--- config.mk ---
export PLATFORM = sky130hd
export DESIGN_NAME = dice_roller
export DESIGN_NICKNAME = d
export VERILOG_FILES = /design/src/rtl/dice_pkg.sv /design/src/rtl/dice_roller_button_debouncer.sv /design/src/rtl/dice_roller.sv
export SDC_FILE = /design/constraint.sdc
export NUM_CORES = 1
export LEC_CHECK = 0
export BUFFER_PORTS_ARGS = -buffer_cell sky130_fd_sc_hd__clkbuf_2
export CORE_ASPECT_RATIO = 1.75
export CORE_MARGIN = 2
export CORE_UTILIZATION = 30
export CTS_CLUSTER_SIZE = 10
export DETAILED_ROUTE_END_ITERATION = 10
export PLACE_DENSITY = 0.51
export SLEW_MARGIN = 0
export SYNTH_ARGS = -nofsm -noshare
export SYNTH_HDL_FRONTEND = slang
export SYNTH_SLANG_ARGS = --single-unit
--- constraint.sdc ---
create_clock -name clk -period 4.1 [get_ports clk]
set_clock_uncertainty 0.2 [all_clocks]
set_input_delay 0.82 -clock clk [delete_from_list [all_inputs] [get_ports clk]]
set_output_delay 0.82 -clock clk [all_outputs]
set_load 0.02 [all_outputs]
--- src/rtl/dice_pkg.sv ---
// Shared types, constants and helpers for the pushbutton dice roller.
package dice_pkg;

    typedef enum logic [1:0] {
        IDLE     = 2'd0,
        ROLLING  = 2'd1,
        SETTLING = 2'd2,
        SHOW     = 2'd3
    } dice_state_t;

    localparam int unsigned LFSR_W    = 16;
    localparam int unsigned FACE_W    = 3;
    localparam logic [15:0] LFSR_MASK = 16'hB400;

    // One right shift of the Galois LFSR; the mask is folded in when bit 0 falls out.
    function automatic logic [LFSR_W-1:0] lfsr_step(input logic [LFSR_W-1:0] cur);
        return (cur >> 1) ^ (cur[0] ? LFSR_MASK : 16'h0000);
    endfunction

    // Fold a raw 3-bit value into 0..n-1 with a single conditional subtract.
    function automatic logic [FACE_W-1:0] face_reduce(input logic [FACE_W-1:0] raw,
                                                      input int unsigned      n);
        if (32'(raw) < n) begin
            return raw;
        end
        return raw - FACE_W'(n);
    endfunction

endpackage

--- src/rtl/dice_roller_button_debouncer.sv ---
// Two-flop synchronizer plus counter-based debouncer for a raw pushbutton.
module button_debouncer #(
    parameter int unsigned DEBOUNCE_CYCLES = 500000
) (
    input  logic clk,
    input  logic rst_n,
    input  logic btn_raw,
    output logic level,
    output logic rise
);

    localparam int unsigned CNT_W = $clog2(DEBOUNCE_CYCLES + 1);
    localparam logic [CNT_W-1:0] CNT_LAST = CNT_W'(DEBOUNCE_CYCLES - 1);

    logic             r_sync0;
    logic             r_sync1;
    logic             r_level;
    logic             r_rise;
    logic [CNT_W-1:0] r_cnt;

    logic             w_differ;
    logic             w_flip;

    assign w_differ = (r_sync1 != r_level);
    assign w_flip   = w_differ && (r_cnt == CNT_LAST);

    // Bring the asynchronous button into the clk domain.
    always_ff @(posedge clk or negedge rst_n) begin
        if (!rst_n) begin
            r_sync0 <= 1'b0;
            r_sync1 <= 1'b0;
        end else begin
            r_sync0 <= btn_raw;
            r_sync1 <= r_sync0;
        end
    end

    // Count consecutive differing samples; flip the level once enough have been seen.
    always_ff @(posedge clk or negedge rst_n) begin
        if (!rst_n) begin
            r_cnt   <= '0;
            r_level <= 1'b0;
            r_rise  <= 1'b0;
        end else begin
            if (!w_differ || w_flip) begin
                r_cnt <= '0;
            end else begin
                r_cnt <= r_cnt + CNT_W'(1);
            end
            r_level <= w_flip ? ~r_level : r_level;
            r_rise  <= w_flip && !r_level;
        end
    end

    assign level = r_level;
    assign rise  = r_rise;

endmodule

--- src/rtl/dice_roller.sv ---
// Pushbutton dice: animates while held, decelerates after release, then shows a face.
module dice_roller
    import dice_pkg::*;
#(
    parameter int unsigned NUM_FACES       = 8,
    parameter int unsigned DEBOUNCE_CYCLES = 500000,
    parameter int unsigned ROLL_PERIOD     = 2500000,
    parameter int unsigned SETTLE_STEPS    = 4,
    parameter logic [15:0] LFSR_SEED       = 16'hACE1
) (
    input  logic              clk,
    input  logic              rst_n,
    input  logic              btn,
    output logic [FACE_W-1:0] s,
    output logic              rolling,
    output logic              done
);

    localparam int unsigned PER_MAX = ROLL_PERIOD << SETTLE_STEPS;
    localparam int unsigned PER_W   = $clog2(PER_MAX + 1);
    localparam int unsigned K_W     = $clog2(SETTLE_STEPS + 1);

    logic              w_level;
    logic              w_rise;

    logic [LFSR_W-1:0] r_lfsr;
    dice_state_t       r_state;
    logic [PER_W-1:0]  r_cnt;
    logic [K_W-1:0]    r_k;
    logic [FACE_W-1:0] r_s;
    logic              r_rolling;
    logic              r_done;

    dice_state_t       w_state_nxt;
    logic [PER_W-1:0]  w_cnt_nxt;
    logic [K_W-1:0]    w_k_nxt;
    logic [FACE_W-1:0] w_s_nxt;
    logic              w_rolling_nxt;
    logic              w_done_nxt;

    logic [FACE_W-1:0] w_face;
    logic [PER_W-1:0]  w_period;
    logic              w_fire;

    button_debouncer #(
        .DEBOUNCE_CYCLES (DEBOUNCE_CYCLES)
    ) u_debouncer (
        .clk     (clk),
        .rst_n   (rst_n),
        .btn_raw (btn),
        .level   (w_level),
        .rise    (w_rise)
    );

    // Candidate face from the low LFSR bits, folded into range.
    assign w_face   = face_reduce(r_lfsr[FACE_W-1:0], NUM_FACES);
    // Step interval doubles with each settle step; k is zero while rolling.
    assign w_period = PER_W'(ROLL_PERIOD) << r_k;
    assign w_fire   = (r_cnt == (w_period - PER_W'(1)));

    // Free-running pseudo-random source.
    always_ff @(posedge clk or negedge rst_n) begin
        if (!rst_n) begin
            r_lfsr <= LFSR_SEED;
        end else begin
            r_lfsr <= lfsr_step(r_lfsr);
        end
    end

    // State, counters and registered outputs.
    always_ff @(posedge clk or negedge rst_n) begin
        if (!rst_n) begin
            r_state   <= IDLE;
            r_cnt     <= '0;
            r_k       <= '0;
            r_s       <= '0;
            r_rolling <= 1'b0;
            r_done    <= 1'b0;
        end else begin
            r_state   <= w_state_nxt;
            r_cnt     <= w_cnt_nxt;
            r_k       <= w_k_nxt;
            r_s       <= w_s_nxt;
            r_rolling <= w_rolling_nxt;
            r_done    <= w_done_nxt;
        end
    end

    // Next-state and step logic.
    always_comb begin
        w_state_nxt = r_state;
        w_cnt_nxt   = r_cnt;
        w_k_nxt     = r_k;
        w_s_nxt     = r_s;
        w_done_nxt  = 1'b0;

        case (r_state)
            IDLE, SHOW: begin
                if (w_rise) begin
                    w_state_nxt = ROLLING;
                    w_s_nxt     = w_face;
                    w_cnt_nxt   = '0;
                    w_k_nxt     = '0;
                end
            end

            ROLLING: begin
                if (w_fire) begin
                    w_s_nxt   = w_face;
                    w_cnt_nxt = '0;
                end else begin
                    w_cnt_nxt = r_cnt + PER_W'(1);
                end
                // A coincident step has already committed its face above.
                if (!w_level) begin
                    w_state_nxt = SETTLING;
                    w_k_nxt     = K_W'(1);
                    w_cnt_nxt   = '0;
                end
            end

            SETTLING: begin
                if (w_level) begin
                    w_state_nxt = ROLLING;
                    w_s_nxt     = w_face;
                    w_cnt_nxt   = '0;
                    w_k_nxt     = '0;
                end else if (w_fire) begin
                    w_s_nxt   = w_face;
                    w_cnt_nxt = '0;
                    if (r_k == K_W'(SETTLE_STEPS)) begin
                        w_state_nxt = SHOW;
                        w_k_nxt     = '0;
                        w_done_nxt  = 1'b1;
                    end else begin
                        w_k_nxt = r_k + K_W'(1);
                    end
                end else begin
                    w_cnt_nxt = r_cnt + PER_W'(1);
                end
            end

            default: begin
                w_state_nxt = IDLE;
            end
        endcase

        w_rolling_nxt = (w_state_nxt == ROLLING) || (w_state_nxt == SETTLING);
    end

    assign s       = r_s;
    assign rolling = r_rolling;
    assign done    = r_done;

endmodule

==> out/qor.txt, run 1 <==
================================================================================
Outcome                                                             finished, final reports clean
Met1 demand-to-capacity share in global routing                            15.7%
Type of element launching the critical path                             register
Commonest non-fill, non-tap cell in the layout                           dfrtp_1
Die height                                                                163 µm
CTS-repair resized insts                                                       0
Busiest layer in global routing                                             met2
Commonest cells after routing, fill and taps aside                  dfrtp_1, nand2_1, nor2_1, o21ai_0, xor2_1
Worst-Margin Slew                                                         963 ps
Post-synthesis cell type count                                                58
GRT met3 Usage                                                             3.00%
Pin count of the biggest net entering global routing                          76
Routed length per instance                                               16.1 µm
Core region area                                                      14,300 µm²
Master cell of the clock root buffer                                   clkbuf_16
Worst hold path class                                               register to register
Global-route wire length before repair                                   17.5 mm
Cell Rows                                                                     58
Final Cycle Share                                                          89.8%
Async SR Flop Fraction                                                      100%
Mean area per synthesized cell                                          9.29 µm²
Buffers on Ports                                                               7
Final Max Slew Viols                                                           0
Total non-filler cell area in the finished layout                       4860 µm²
Top flip-flop cell by instance count after synthesis                     dfrtp_1
Overall die width                                                        94.9 µm
Number of placed I/O pins                                                      8
Crit path DAT                                                            3720 ps
Power density normalized to cell area                                 342 nW/µm²
TritonCTS buffer count                                                         9
Nature of the critical path endpoint                                    register
Post-route setup slack                                                    420 ps
Antenna diode count                                                            0
Slew headroom                                                              35.8%
Global Route met2 Usage                                                    26.0%
Clock transition at the registers of the reported paths                    60 ps
Final-report setup violation count                                             0
Worst supply voltage drop on vdd                                        0.191 mV
Final hold violations                                                          0
Static Leakage                                                           2.07 nW
Max frequency                                                          0.272 GHz
Iter 0 DRT Violations                                                        209
Fin crit period                                                          3680 ps
Worst Path Class, Setup                                             register to register
Routed via count                                                           3,375
# clock sinks                                                                 75
Fraction of final layout cells sized beyond drive strength 1               9.21%
Latest clock arrival within the worst-skew pair                           330 ps
Post-DP Area                                                            4510 µm²
Largest fanout on the critical path                                           12
Flop and latch count out of synthesis                                         75
Residual DRC count                                                             0
Die footprint                                                         15,500 µm²
Number of enable-type register cells in the synthesized netlist                0
Clock tree from TritonCTS                                                    yes
Vias in the first global route                                             3,470
Number of antenna violations at the first check in global routing              0
Total wire length after detailed routing                                 10.4 mm
Net count after synthesis                                                    481
Req. time, crit path                                                     4140 ps
Count of max-cap constraint violations                                         0
Aggregate global routing overflow                                              0
Placed wire-length estimate after detailed placement                     7.59 mm
Yosys warns                                                                    0
Average via count per standard cell                                         5.22
Initial core utilization                                                   30.4%
TritonRoute pass-1 iters                                                       5
Placement Setup Slack                                                     300 ps
DRT antenna net count                                                          0
Part of the Yosys area used for sequential elements                        43.5%
Setup repair after global routing missed its margin                        false
Area Overhead vs Synth                                                     11.9%
Setup TNS after final layout                                                0 ps
Mapped Cells                                                                 467
RD Place Congestion                                                        0.901
Number of H-tree levels                                                        3
Overall track demand over capacity in global routing                       14.6%
Maximum buffer depth of the clock tree                                         2
Post-Synthesis Cell Area                                                4340 µm²
Layout Nets                                                                  477
================================================================================
-- layout make-up --
| cell class | count | area (µm²) |
|---|---|---|
| clock inverter | 5 | 103 |
| fill | 1426 | 9440 |
| inverter | 8 | 30.0 |
| multi-input combinational | 355 | 2290 |
| timing repair buffer | 14 | 90.1 |
| sequential | 75 | 1890 |
| tap | 180 | 225 |
| clock buffer | 10 | 229 |
-- Yosys cell counts, drive strengths merged, types with 11 or more instances --
library cell | instances | area share [%]
and3 | 17 | 2.5
xor2 | 28 | 5.7
nand2 | 48 | 4.2
nor2 | 35 | 3.1
nor3 | 17 | 2.0
ha | 11 | 3.2
dfrtp | 67 | 39
xnor2 | 17 | 3.4
o21ai | 35 | 4.0
mux2i | 13 | 3.0
nand3 | 25 | 2.9
a21oi | 15 | 1.7
clkbuf | 20 | 1.7
-- state kept, by name, indices dropped and copies added (netlist names), 2 cells and up --
signal,count
r_cnt,26
r_k,3
r_lfsr,16
r_state,2
s,3
u_debouncer.r_cnt,19
-- path summary, 6_finish.rpt --
| check | start | endpoint | slack (ps) | cells past startpoint |
|---|---|---|---|---|
| max in group asynchronous | rst_n | r_lfsr[3] | 2630 | 1 |
| hold / removal | r_lfsr[9] | r_lfsr[8] | 150 | 0 |
| setup / recovery | r_k[1] | r_cnt[22] | 420 | 14 |
| setup reg to reg | r_k[1] | r_cnt[22] | 420 | 14 |
| hold reg to reg | r_lfsr[9] | r_lfsr[8] | 150 | 0 |
| min in group asynchronous | rst_n | u_debouncer.r_cnt[13] | 420 | 1 |
-- worst max-delay path, cell delays in order, from the launching register on --
cell      delay (ps)
dfrtp_1          530
inv_1            170
ha_1             340
nand2b_1         170
ha_1             230
nor4bb_1         350
xor2_1           210
xnor2_1          130
nand2_1          130
nor4_4            60
buf_4            160
nor2_2           430
buf_4            260
a21oi_1           70
mux2i_1          160
-- repair_timing --
| item | in CTS | in global routing |
|---|---|---|
| setup endpoints to repair | 0 | 10 |
| hold buffers | 0 | 0 |
| setup buffers | 0 | 2 |
-- per-stage QoR --
stage	cells	utilization, %	hold WS (ps)	power (W)
final	647	34.0	147	0.00166
after CTS	645	33.9	148	0.00169
after floorplan	467	-	131	0.000766
after detailed placement	630	31.6	136	0.000784
after global placement	630	31.6	135	0.000784
after global routing	647	34.0	157	0.00172
-- layer usage --
| layer | share of wire (%) | up-vias |
|---|---|---|
| met3 | 1.9 | 34 |
| met5 | 0 | - |
| li1 | - | 1643 |
| met1 | 40 | 1644 |
| met4 | 5.0 | 0 |
| met2 | 53 | 54 |
-- kinds of logic (layout without fill, tap and decap cells) --
family                   Yosys count  after routing  synth area share (%)
XOR/XNOR                          46             46                  9.63
AND/OR/NAND/NOR                  194            194                  23.5
flip-flops                        75             75                  43.5
adder cells (fa/ha/maj)           11             11                  3.17
multiplexers                      17             17                  4.04
AO/OA/AOI/OAI                     87             87                  12.6
buffers and inverters             37             37                  3.66
-- where the power goes --
part / internal, W / leakage, nW / switching [W] / total, W
Combinational: 0.00000355 / 0.902 / 0.0000186 / 0.0000222
Sequential: 0.000744 / 1.01 / 0.00000342 / 0.000748
Clock: 0.000590 / 0.159 / 0.000299 / 0.000889
No activity file was read; power rests on OpenSTA's default activity.
==> run 2, diff against run 1 <==
--- a/config.mk
+++ b/config.mk
@@ -9,8 +9,8 @@
 export CORE_ASPECT_RATIO = 1.75
 export CORE_MARGIN = 2
-export CORE_UTILIZATION = 30
+export CORE_UTILIZATION = 56
 export CTS_CLUSTER_SIZE = 10
 export DETAILED_ROUTE_END_ITERATION = 10
-export PLACE_DENSITY = 0.51
+export PLACE_DENSITY = 0.79
 export SLEW_MARGIN = 0
 export SYNTH_ARGS = -nofsm -noshare
==> constraint.sdc (replaced) <==
create_clock -name clk -period 4.1 [get_ports clk]
set_clock_uncertainty 0.2 [all_clocks]
set_input_delay 0.41 -clock clk [delete_from_list [all_inputs] [get_ports clk]]
set_output_delay 0.41 -clock clk [all_outputs]
set_load 0.02 [all_outputs]
==> run 2 against run 1 <==
Utilization rose by 28 points; global-route usage rose by 10 points; clock power fell by 8.5%; setup slack got worse by 11 ps; count of clock-buffer cells in the layout did not move; combinational power barely moved; fmax fell by 0.30%; cell count fell by 14%; sequential power barely moved; sequential cell count did not move.
==> out/qor.txt, run 2 (synthesized netlist as in run 1, its figures left out) <==
====================================================================================
Outcome                                                                 finished, final reports clean
Number of placed I/O pins                                                          8   unchanged
Slew headroom                                                                  38.4%   +2.6 points
Part of the power in registers                                                 47.2%   +2.1 points
Type of element launching the critical path                                 register
Vias in the first global route                                                 3,579   +3.1%
Antenna diode count                                                                0   unchanged
Residual DRC count                                                                 0   unchanged
Worst supply voltage drop on vdd                                            0.369 mV   +93%
Largest registers in the final layout                                   r_cnt x26, u_debouncer.r_cnt x19, r_lfsr x16
Crit path DAT                                                                3700 ps   -20 ps
Setup repair after global routing missed its margin                            false
Iter 0 DRT Violations                                                            238   +14%
TritonCTS buffer count                                                             9   unchanged
Overall track demand over capacity in global routing                           25.0%   +10 points
Fraction of power spent switching nets                                         21.5%   +2.1 points
Combinational cell fraction of total power                                      1.4%   about the same
Worst Path Class, Setup                                                 register to register
Total non-filler cell area in the finished layout                           4720 µm²   -2.9%
Number of H-tree levels                                                            3   unchanged
RD Place Congestion                                                            0.880   -2.4%
Net switching power                                                       0.000340 W   +5.9%
Static Leakage                                                               2.06 nW   -0.75%
Post-Layout Cell Count                                                           555   -14%
Reg area                                                                    1890 µm²   unchanged
DRT antenna net count                                                              0   unchanged
Part of the total power dissipated in the clock network                        51.4%   -2.2 points
Fraction of final layout cells sized beyond drive strength 1                   9.21%   unchanged
Bufs and invs on worst path                                                        3   unchanged
Placed wire-length estimate after detailed placement                         6.66 mm   -12%
Reg with most FFs                                                              r_cnt
Cell Rows                                                                         42   -28%
Final hold violations                                                              0   unchanged
Die height                                                                    120 µm   -26%
Clock transition at the registers of the reported paths                        60 ps   about the same
# clock sinks                                                                     75   unchanged
Initial core utilization                                                       57.4%   +27 points
Number of buffers inserted for hold repair after clock tree synthesis              1   +1
Flip-flop count of the largest register, all copies and words added               26   unchanged
Global-route wire length before repair                                       16.7 mm   -4.5%
Routed length per instance                                                   17.3 µm   +7.1%
Commonest non-fill, non-tap cell in the layout                               dfrtp_1
Master cell of the clock root buffer                                       clkbuf_16
Overall die width                                                            70.6 µm   -26%
Buffers on Ports                                                                   7   unchanged
Post-CTS setup buffer count                                                        0   unchanged
Final Max Slew Viols                                                               0   unchanged
Commonest cells after routing, fill and taps aside                      dfrtp_1, nand2_1, nor2_1, o21ai_0, xor2_1
Placed instance count                                                            538   -15%
Largest fanout on the critical path                                               17   +5
Count of max-cap constraint violations                                             0   unchanged
Post-DP Area                                                                4400 µm²   -2.6%
Filler Cells Inserted                                                            635   -55%
Worst-Margin Slew                                                             923 ps   -39.3 ps
Req. time, crit path                                                         4110 ps   -30 ps
Routed via count                                                               3,404   +0.86%
Max frequency                                                              0.271 GHz   -0.30%
Cell-internal power                                                        0.00124 W   -7.2%
Average via count per standard cell                                             6.13   +18%
Number of antenna violations at the first check in global routing                  0   unchanged
Layout Nets                                                                      476   -0.21%
Nature of the critical path endpoint                                        register
Aggregate global routing overflow                                                  0   unchanged
Latest clock arrival within the worst-skew pair                               340 ps   about the same
Pin count of the biggest net entering global routing                              76   unchanged
Worst hold path class                                                   primary input to async pin
TritonRoute pass-1 iters                                                           4   -1
Cell with the largest stage delay on the worst path                          dfrtp_1
Area Overhead vs Synth                                                         8.71%
Power density normalized to cell area                                     335 nW/µm²   -1.8%
CTS-repair resized insts                                                           0   unchanged
Core region area                                                            7570 µm²   -47%
Maximum buffer depth of the clock tree                                             2   unchanged
Area occupied by multi-input gates                                          2290 µm²   unchanged
Final-report setup violation count                                                 0   unchanged
Top Family by Delay on Critical Path                                    simple AND/OR/NAND/NOR gates
Overall Power                                                              0.00158 W   -4.6%
Clock tree from TritonCTS                                                        yes
Peak per-stage delay on the critical path                                     540 ps   about the same
Setup TNS after final layout                                                    0 ps   unchanged
Critical-path cell list                                                 inv_1 > ha_1 > nand2b_1 > ha_1 > nor4bb_1 > xor2_1 > xnor2_1 > nand2_1 > nor4_4 > buf_4 > nor2_2 > buf_4 > a21oi_1 > mux2i_1
Die footprint                                                               8500 µm²   -45%
Final Cycle Share                                                              90.0%   +0.27 points
Total wire length after detailed routing                                     9.58 mm   -8.1%
Fin crit period                                                              3690 ps   +11.0 ps
====================================================================================
==> run 2: changes by cell type in the layout (fill, tap and decap cells not counted) <==
cell / previous run / this run
clkinv_4: 0 / 2
buf_4: 8 / 6
dlygate4sd3_1: 0 / 1
bufinv_16: 3 / 1
clkinv_2: 1 / 0
clkbuf_1: 1 / 0
clkbuf_8: 0 / 1
inv_6: 0 / 2
==> run 2: power groups by stage <==
| stage | Combinational [W] | Clock, W | Sequential (W) |
|---|---|---|---|
| final | 0.0000223 | 0.000813 | 0.000747 |
| after floorplan | 0.00000587 | 0 | 0.000760 |
| after global placement | 0.0000222 | 0 | 0.000760 |
| after detailed placement | 0.0000228 | 0 | 0.000760 |
| after CTS | 0.0000236 | 0.000828 | 0.000747 |
| after global routing | 0.0000273 | 0.000859 | 0.000747 |
==> run 2: worst paths after layout <==
check                      startpoint         end  slack (ps)  depth (start not counted)
setup / recovery               r_k[1]   r_cnt[17]         410                         14
max in group asynchronous       rst_n  r_lfsr[14]        3090                          1
setup reg to reg               r_k[1]   r_cnt[17]         410                         14
hold reg to reg             r_lfsr[4]   r_lfsr[3]         140                          0
hold / removal                  rst_n    r_cnt[5]           2                          1
min in group clk            r_lfsr[4]   r_lfsr[3]         140                          0
==> run 2: area by class of cell <==
class | instances | share of cell area (%)
multi-input cells | 355 | 48.6
flip-flops and latches | 75 | 40.0
clock buffers | 10 | 5.06
well taps | 88 | 2.33
repair buffers | 13 | 1.80
clock inverters | 6 | 1.54
inverters | 8 | 0.636
==> run 2: stage by stage <==
step / util, % / hold WS (ps) / setup WS [ps]
3_5_place_dp: 58.1 / 135 / 478
6_report: 62.4 / 1.67 / 409
4_1_cts: 62.4 / 51.0 / 432
5_1_grt: 62.4 / 105 / 71.5
2_1_floorplan: - / -85.6 / 663
3_3_place_gp: 58.1 / 135 / 621
==> run 2: layer usage <==
| layer | vias up | global-route usage (%) | routed length [µm] |
|---|---|---|---|
| met1 | 1647 | 26.2 | 3700 |
| li1 | 1642 | - | - |
| met2 | 76 | 44.2 | 5020 |
| met4 | 0 | 16.3 | 561 |
| met5 | - | 0 | 0 |
| met3 | 39 | 5.58 | 300 |
